## config.mk

```make
export PLATFORM = sky130hd
export DESIGN_NAME = uart_tx_fifo
export DESIGN_NICKNAME = d
export VERILOG_FILES = /design/src/rtl/uart_tx_fifo.sv
export SDC_FILE = /design/constraint.sdc
export NUM_CORES = 1
export LEC_CHECK = 0
export BUFFER_PORTS_ARGS = -buffer_cell sky130_fd_sc_hd__buf_4
export CORE_MARGIN = 2
export CORE_UTILIZATION = 55
export CTS_BUF_LIST = sky130_fd_sc_hd__clkbuf_4 sky130_fd_sc_hd__clkbuf_8
export CTS_CLUSTER_DIAMETER = 80
export DETAILED_ROUTE_END_ITERATION = 10
export GPL_TIMING_DRIVEN = 0
export PLACE_DENSITY = 0.74
export SLEW_MARGIN = 20
export SYNTH_ARGS = -nofsm -noshare
export SYNTH_HDL_FRONTEND = slang
export SYNTH_SLANG_ARGS = --single-unit
```

## constraint.sdc

```tcl
create_clock -name clk -period 3.6 [get_ports clk]
set_input_delay 0.72 -clock clk [delete_from_list [all_inputs] [get_ports clk]]
set_output_delay 0.72 -clock clk [all_outputs]
set_load 0.01 [all_outputs]
```

## src/rtl/uart_tx_fifo.sv

```systemverilog
// rtl/uart_tx_fifo.sv - byte FIFO feeding a UART 8N1 serialiser, LSB first
module uart_tx_fifo #(
    parameter int CLK_PER_BIT = 5208,
    parameter int FIFO_DEPTH  = 4,
    parameter int ADDR_W      = 2
) (
    input  logic       clk,
    input  logic       rst,
    input  logic       tx_ready,
    input  logic [7:0] tx_data,
    output logic       txd,
    output logic       busy,
    output logic       fifo_full,
    output logic       overflow
);
    localparam int CNT_W = $clog2(CLK_PER_BIT);
    localparam logic [CNT_W-1:0] BIT_LAST = CNT_W'(CLK_PER_BIT - 1);
    localparam logic [ADDR_W:0]  FULL_CNT = (ADDR_W + 1)'(FIFO_DEPTH);

    typedef enum logic [1:0] {IDLE, START, DATA, STOP} state_t;

    state_t             state_q, state_d;
    logic [7:0]         mem_q [FIFO_DEPTH];
    logic [ADDR_W-1:0]  wr_ptr_q, wr_ptr_d, rd_ptr_q, rd_ptr_d;
    logic [ADDR_W:0]    count_q, count_d;
    logic [CNT_W-1:0]   bit_cnt_q, bit_cnt_d;
    logic [2:0]         idx_q, idx_d;
    logic [7:0]         shift_q, shift_d;
    logic               txd_q, txd_d;
    logic               busy_q, busy_d;
    logic               full_q, full_d;
    logic               ovf_q, ovf_d;
    logic               wr_en, pop, is_full, bit_end;

    // Full is judged on the pre-edge count, so a same-cycle pop cannot rescue a write.
    assign is_full = (count_q == FULL_CNT);
    assign wr_en   = tx_ready && !is_full;
    assign bit_end = (bit_cnt_q == BIT_LAST);

    always_comb begin
        state_d   = state_q;
        bit_cnt_d = bit_cnt_q + CNT_W'(1);
        idx_d     = idx_q;
        shift_d   = shift_q;
        txd_d     = txd_q;
        pop       = 1'b0;
        case (state_q)
            IDLE: begin
                txd_d     = 1'b1;
                bit_cnt_d = '0;
                if (count_q != '0) begin
                    pop     = 1'b1;
                    shift_d = mem_q[rd_ptr_q];
                    txd_d   = 1'b0;
                    state_d = START;
                end
            end
            START: begin
                if (bit_end) begin
                    bit_cnt_d = '0;
                    txd_d     = shift_q[0];
                    idx_d     = 3'd0;
                    state_d   = DATA;
                end
            end
            DATA: begin
                if (bit_end) begin
                    bit_cnt_d = '0;
                    if (idx_q == 3'd7) begin
                        txd_d   = 1'b1;
                        state_d = STOP;
                    end else begin
                        shift_d = shift_q >> 1;
                        txd_d   = shift_q[1];
                        idx_d   = idx_q + 3'd1;
                    end
                end
            end
            STOP: begin
                if (bit_end) begin
                    bit_cnt_d = '0;
                    // Chain straight into the next start bit when more data waits.
                    if (count_q != '0) begin
                        pop     = 1'b1;
                        shift_d = mem_q[rd_ptr_q];
                        txd_d   = 1'b0;
                        state_d = START;
                    end else begin
                        txd_d   = 1'b1;
                        state_d = IDLE;
                    end
                end
            end
            default: begin
                state_d = IDLE;
                txd_d   = 1'b1;
            end
        endcase

        wr_ptr_d = wr_en ? wr_ptr_q + ADDR_W'(1) : wr_ptr_q;
        rd_ptr_d = pop   ? rd_ptr_q + ADDR_W'(1) : rd_ptr_q;
        case ({wr_en, pop})
            2'b10:   count_d = count_q + (ADDR_W + 1)'(1);
            2'b01:   count_d = count_q - (ADDR_W + 1)'(1);
            default: count_d = count_q;
        endcase
        busy_d = (state_q != IDLE) || (count_q != '0);
        full_d = (count_d == FULL_CNT);
        ovf_d  = ovf_q || (tx_ready && is_full);
    end

    always_ff @(posedge clk or negedge rst) begin
        if (!rst) begin
            state_q   <= IDLE;
            wr_ptr_q  <= '0;
            rd_ptr_q  <= '0;
            count_q   <= '0;
            bit_cnt_q <= '0;
            idx_q     <= '0;
            shift_q   <= '0;
            txd_q     <= 1'b1;
            busy_q    <= 1'b0;
            full_q    <= 1'b0;
            ovf_q     <= 1'b0;
        end else begin
            state_q   <= state_d;
            wr_ptr_q  <= wr_ptr_d;
            rd_ptr_q  <= rd_ptr_d;
            count_q   <= count_d;
            bit_cnt_q <= bit_cnt_d;
            idx_q     <= idx_d;
            shift_q   <= shift_d;
            txd_q     <= txd_d;
            busy_q    <= busy_d;
            full_q    <= full_d;
            ovf_q     <= ovf_d;
        end
    end

    always_ff @(posedge clk) begin
        if (wr_en) begin
            mem_q[wr_ptr_q] <= tx_data;
        end
    end

    assign txd       = txd_q;
    assign busy      = busy_q;
    assign fifo_full = full_q;
    assign overflow  = ovf_q;
endmodule

```

[Word-level counts from Yosys, hierarchy flattened]
Memory sizes are Yosys's and may differ from the RTL's.
Index checks and enable logic that the tools add are counted.
Word-level totals
  output and inout port bits: 4
  flip-flop bits (word level): 37
  bits of input ports: 11
  word-level logic and storage cells: 78
  memories kept: 1
  memory bits (writable): 32
Operators by class
  equality and inequality tests: 15
  reduce and logical (&&, ||, !) cells: 15
  mux-type cells: 30
  $add $sub $neg: 6
Memories
  mem_q: depth 4, width 8, read ports 1, clocked after Yosys merged registers in 0, write ports 1, RTL line 23  | logic [7:0] mem_q [FIFO_DEPTH];
Operators with widths (number)
  two-way mux 8 bit: 4
  one-hot mux 13 bit (2 select lines): 1
  one-hot mux 8 bit (3 select lines): 1
  adder 13 x 1 -> 13 bit, second input constant: 1
  equality test 13 bit, second input constant: 1
  two-way mux 13 bit: 1
  inequality test 2 bit, second input constant: 6
  one-hot mux 3 bit (2 select lines): 2
  two-way mux 1 bit: 10
  two-way mux 2 bit: 5
  equality test 3 bit, second input constant: 3
  two-way mux 3 bit: 3
  one-hot mux 2 bit (4 select lines): 1
  AND reduction 4 bit: 2
  adder 3 x 1 -> 3 bit, second input constant: 2
  equality test 2 bit, second input constant: 3
  nonzero test 3 bit: 2
  AND reduction 5 bit: 1
  adder 2 x 1 -> 2 bit, second input constant: 2
  equality test 2 x 1 -> 1 bit, second input constant: 2
  one-hot mux 1 bit (4 select lines): 1
  nonzero test 2 bit: 2
  AND reduction 3 bit: 1
  OR reduction 3 bit: 1
  6 further kinds: 8

[Logic depth before layout (Yosys ltp)]
  depth in word-level cells: 7
  gate-level depth with buffers: 11
  gate-level depth less buffers: 11

[Least setup slack after synthesis]
No wires, ideal clock.
  path kind: reg2reg
  start: reg bit_cnt_q[0]
  end: reg full_q (netlist: fifo_full)
  buffers on the path: 0
  required time: 3512 ps
  path slack: 1102 ps
  clock period less this slack: 2498 ps
  setup time: 88 ps
  stages on the path, launching flop included: 12
  data arrival time: 2409 ps
  cell sequence: dfrtp_1 ha_1 and4b_1 a41oi_1 nor3_1 ha_1 inv_1 fa_1 xor2_1 nor2_1 xor2_1 nor3b_1
On the way
  word-level cells in the longest chain between the ends: 6
  elaborated cells between the ends (all ways): 7
  classes of those cells: eq/ne: 4; mux: 3
RTL lines
  start, declared: RTL line 26  | logic [CNT_W-1:0] bit_cnt_q, bit_cnt_d;
  start signal, assigned: RTL line 130  | bit_cnt_q <= bit_cnt_d;
  equality test 13 bit (*): RTL line 38  | assign bit_end = (bit_cnt_q == BIT_LAST);
  two-way mux 1 bit (*): RTL line 80  | if (bit_end) begin
  one-hot mux 1 bit (2 select lines) (*): RTL line 47  | case (state_q)
  named net pop: RTL line 33  | logic wr_en, pop, is_full, bit_end;
  equality test 2 x 1 -> 1 bit or equality test 2 bit (tied branches): RTL line 102  | case ({wr_en, pop})
  one-hot mux 3 bit (2 select lines) (*): RTL line 102
  named net count_d[2]: RTL line 25  | logic [ADDR_W:0] count_q, count_d;
  equality test 3 bit (*): RTL line 108  | full_d = (count_d == FULL_CNT);
  named net full_d: RTL line 31  | logic full_q, full_d;
  end signal, assigned: RTL line 135  | full_q <= full_d;
  end, declared: RTL line 31
The timed path passes the listed nets; every way through them passes the cells marked *.
A chain may end at the register's enable or synchronous reset.

[Final worst setup path]
Same ends and word-level chain as after synthesis.

==> impl_metrics.csv <==
group,metric,value,unit
final_layout,stdcell_area,3542,µm²
status,status,"completed",
power_and_ir_drop,sw_frac_of_total,33.98,%
logic_synthesis,ys.flop_type,"dfrtp_1",
global_routing,grt_max_degree,38,
critical_path,cp-end-kind,"flop",
power_and_ir_drop,power,2.784,mW
placed_design,numPortBuffers,14,
clock_network,cts_resized,0,
placed_design,dp_hpwl,3563,µm
logic_synthesis,synth_top_cell_by_area,"edfxtp_1",
timing,worstMarginPinSlew,0.8495,ns
job,maxCapViolations,0,
die,start_util,57.25,%
die,die_y,79.94,µm
clock_network,worstSkewPairLatency,0.34,ns
detailed_routing,drtPass1Iterations,5,
detailed_routing,drc_errors,0,
logic_synthesis,synth_cell_type_count,44,
detailed_routing,ant_nets,0,
placed_design,numPlacedInstances,313,
logic_synthesis,async_flop_share,53.62,%
final_layout,drive_above_1_share,24.90,%
logic_synthesis,ys_ff_latch,69,
global_routing,grt_util_all_layers,18.75,%
global_routing,antenna_found_initial,0,
power_and_ir_drop,power.density,785.9,nW/µm²
final_layout,nFillCells,445,
logic_synthesis,syn-num-nets,253,
critical_path,path_max_fanout,4,
placed_design,place.gp.congestion,0.8389,
timing,whs,0.3313,ns
critical_path,rrSetupSlack,0.70,ns
detailed_routing,vias,1831,
critical_path,r2r_start,"bit_cnt_q[0]",
placed_design,post_dp_cell_area,3367,µm²
final_layout,nets,278,
timing,maxSlewHeadroom,42.93,%
clock_network,cts_setup_buffers,0,
clock_network,cts_sinks,69,
timing,fin_worst_skew,0.01007,ns
timing,period_minus_slack,2.895,ns
critical_path,crit_arrival,3.16,ns
die,io_pins,15,
detailed_routing,finalWirelength,5097,µm
global_routing,grt_first_pass_wirelength,8866,µm
critical_path,crit_chain,"ha_1, and4b_1, a41oi_1, nor3_1, ha_1, inv_1, fa_1, xor2_1, nor2_1, xor2_1, nor3b_1",
power_and_ir_drop,p_sw,0.9458,mW
timing,fmax,0.3454,GHz
critical_path,crit_path_start_kind,"flop",
clock_network,htree_levels,3,
timing,hold_violations,0,
die,die_x,79.94,µm
final_layout,final-seq-area,1888,µm²
timing,finalCritPeriodShare,80.42,%
logic_synthesis,seq_area_frac_synth,59.53,%
clock_network,clk_pin_slew_worst_paths,0.08,ns
logic_synthesis,synth-edff-count,32,
clock_network,clockBufferDepth,2,
power_and_ir_drop,combPwrFrac,38.1,%
power_and_ir_drop,power.leakage,1.407,nW
power_and_ir_drop,clockPowerShare,19.9,%
die,fp-row-count,27,
final_layout,multi_input_comb_area,1217,µm²
clock_network,ctsHoldBuffers,0,
die,core_area,5540,µm²
final_layout,area_growth,11.68,%
power_and_ir_drop,sequentialPowerShare,42.0,%
worst_hold_path,min_path_type,"in2async",
timing,setup_tns,0,ns
power_and_ir_drop,max-vdd-ir-drop,0.4820,mV
timing,final-max-slew-violation-count,0,
detailed_routing,routedWlPerCell,15.49,µm
die,die_area,6390,µm²
detailed_routing,avgViaCountPerCell,5.565,
global_routing,grt_pass1_vias,1859,
logic_synthesis,syn_area,3172,µm²
detailed_routing,drt_iter0_markers,88,
critical_path,cp_slowest_cell,"dfrtp_1",
logic_synthesis,syn_avg_cell_area,13.97,µm²
critical_path,r2r_end,"fifo_full",
logic_synthesis,syn_inst,227,
final_layout,diodes,0,
timing,rsz0062_at_grt,"false",
clock_network,cts_inserted_buffers,9,
clock_network,cts_tree,"built",
logic_synthesis,ys_warn_count,0,
global_routing,gr-total-overflow,0,
critical_path,critical_path.max_stage_delay,0.39,ns
timing,setup_viol,0,
critical_path,required,3.86,ns
final_layout,instances_no_fill,329,
logic_synthesis,yosysTopAreaCellShare,30.30,%
critical_path,critPathKind,"reg2reg",
critical_path,reg2regPathDepth,11,
logic_synthesis,ys_top_cells_by_area,"edfxtp_1 (30%), dfrtp_1 (28%), mux2_2 (6.0%)",
clock_network,cts_root_buf,"clkbuf_8",
power_and_ir_drop,p_int,1.838,mW
## layout make-up
type | count | share of cell area (%)
plain buffers | 5 | 0.6005
clock buffers | 9 | 3.497
clock inverters | 7 | 1.448
inverters | 12 | 1.272
multi-input cells | 141 | 34.37
flip-flops and latches | 69 | 53.30
well taps | 72 | 2.543
repair buffers | 14 | 2.967
## metrics by stage
stage	setup WS (ns)	util, %
floorplan	1.102	-
global placement	0.8058	60.77
detailed placement	0.7214	60.77
CTS	0.6937	63.93
global route	0.4633	63.93
finish	0.7048	63.93
## layout by cell type (no fill, tap or decap), types with 2 or more instances in the layout
master	n
clkbuf_1	2
clkbuf_8	9
buf_4	14
mux2_2	17
clkinv_4	3
xor2_1	7
and2_1	4
dfrtp_1	36
or2_2	2
o211ai_1	2
nand2_1	9
xnor2_1	10
nor2b_1	3
a31oi_1	2
ha_1	14
mux4_2	8
buf_2	2
o21ai_0	5
inv_1	12
edfxtp_1	32
nand3_1	7
nor3_1	6
nand4_1	2
nor4_1	3
nor2_1	20
## power by group through the flow
| stage | logic (mW) | registers, mW | clock network (mW) |
|---|---|---|---|
| floorplan | 0.844 | 1.16 | 0 |
| global placement | 1.05 | 1.18 | 0 |
| detailed placement | 1.08 | 1.19 | 0 |
| CTS | 1.09 | 1.17 | 0.567 |
| global route | 1.18 | 1.20 | 0.600 |
| finish | 1.06 | 1.17 | 0.553 |
## worst max-delay path by stage
stage          slack (ns)        end          from  cells after the start
2_1_floorplan        1.10  fifo_full  bit_cnt_q[0]                     11
3_3_place_gp         0.81  fifo_full  bit_cnt_q[0]                     11
3_5_place_dp         0.72  fifo_full  bit_cnt_q[0]                     11
4_1_cts              0.69  fifo_full  bit_cnt_q[0]                     11
5_1_grt              0.46  fifo_full  bit_cnt_q[0]                     11
6_report             0.70  fifo_full  bit_cnt_q[0]                     11
## metal layers
| metal | part of all wire [%] | wire [µm] | global-route usage [%] | vias up |
|---|---|---|---|---|
| met3 | 3.2 | 165 | 5.769 | 5 |
| met2 | 48 | 2425 | 29.92 | 29 |
| li1 | - | - | - | 873 |
| met4 | 1.0 | 51 | 5.593 | 0 |
| met1 | 48 | 2455 | 24.83 | 924 |
| met5 | 0 | 0 | 0 | - |
## synthesized netlist by cell type (all sizes together), types with 2 or more instances
library cell,count
or2,2
buf,3
nor2,20
mux4,8
dfrtp,36
nand3,8
nor3,6
a31oi,2
mux2,17
ha,14
clkbuf,2
nand2,9
and2,4
edfxtp,32
o21ai,5
xor2,7
xnor2,10
o211ai,2
nor4,3
nor2b,3
inv,12
nand4,2
## worst max-delay path, delay by kind of cell (launching register included)
kind / cells / cell delay [ns]
AO/OA/AOI/OAI: 1 / 0.16
XOR/XNOR: 2 / 0.35
adder cells (fa/ha/maj): 3 / 0.90
buffers and inverters: 1 / 0.06
flip-flops: 1 / 0.39
AND/OR/NAND/NOR: 4 / 0.95
## kinds of logic after synthesis
kind of cell,Yosys count,synth area share (%)
compound gates,18,4.339
xor+xnor,17,4.694
fa+ha+maj,15,6.154
buf+inv,17,2.091
flops,69,59.53
mux,26,12.03
simple gates,65,11.16
## flip-flops by register name (all words and copies together), names as in the netlist, 2 cells and up
name,flops
idx_q,3
bit_cnt_q,13
wr_ptr_q,2
rd_ptr_q,2
mem_q,32
shift_q,8
state_q,2
count_q,3
No activity file was read; power rests on OpenSTA's default activity.
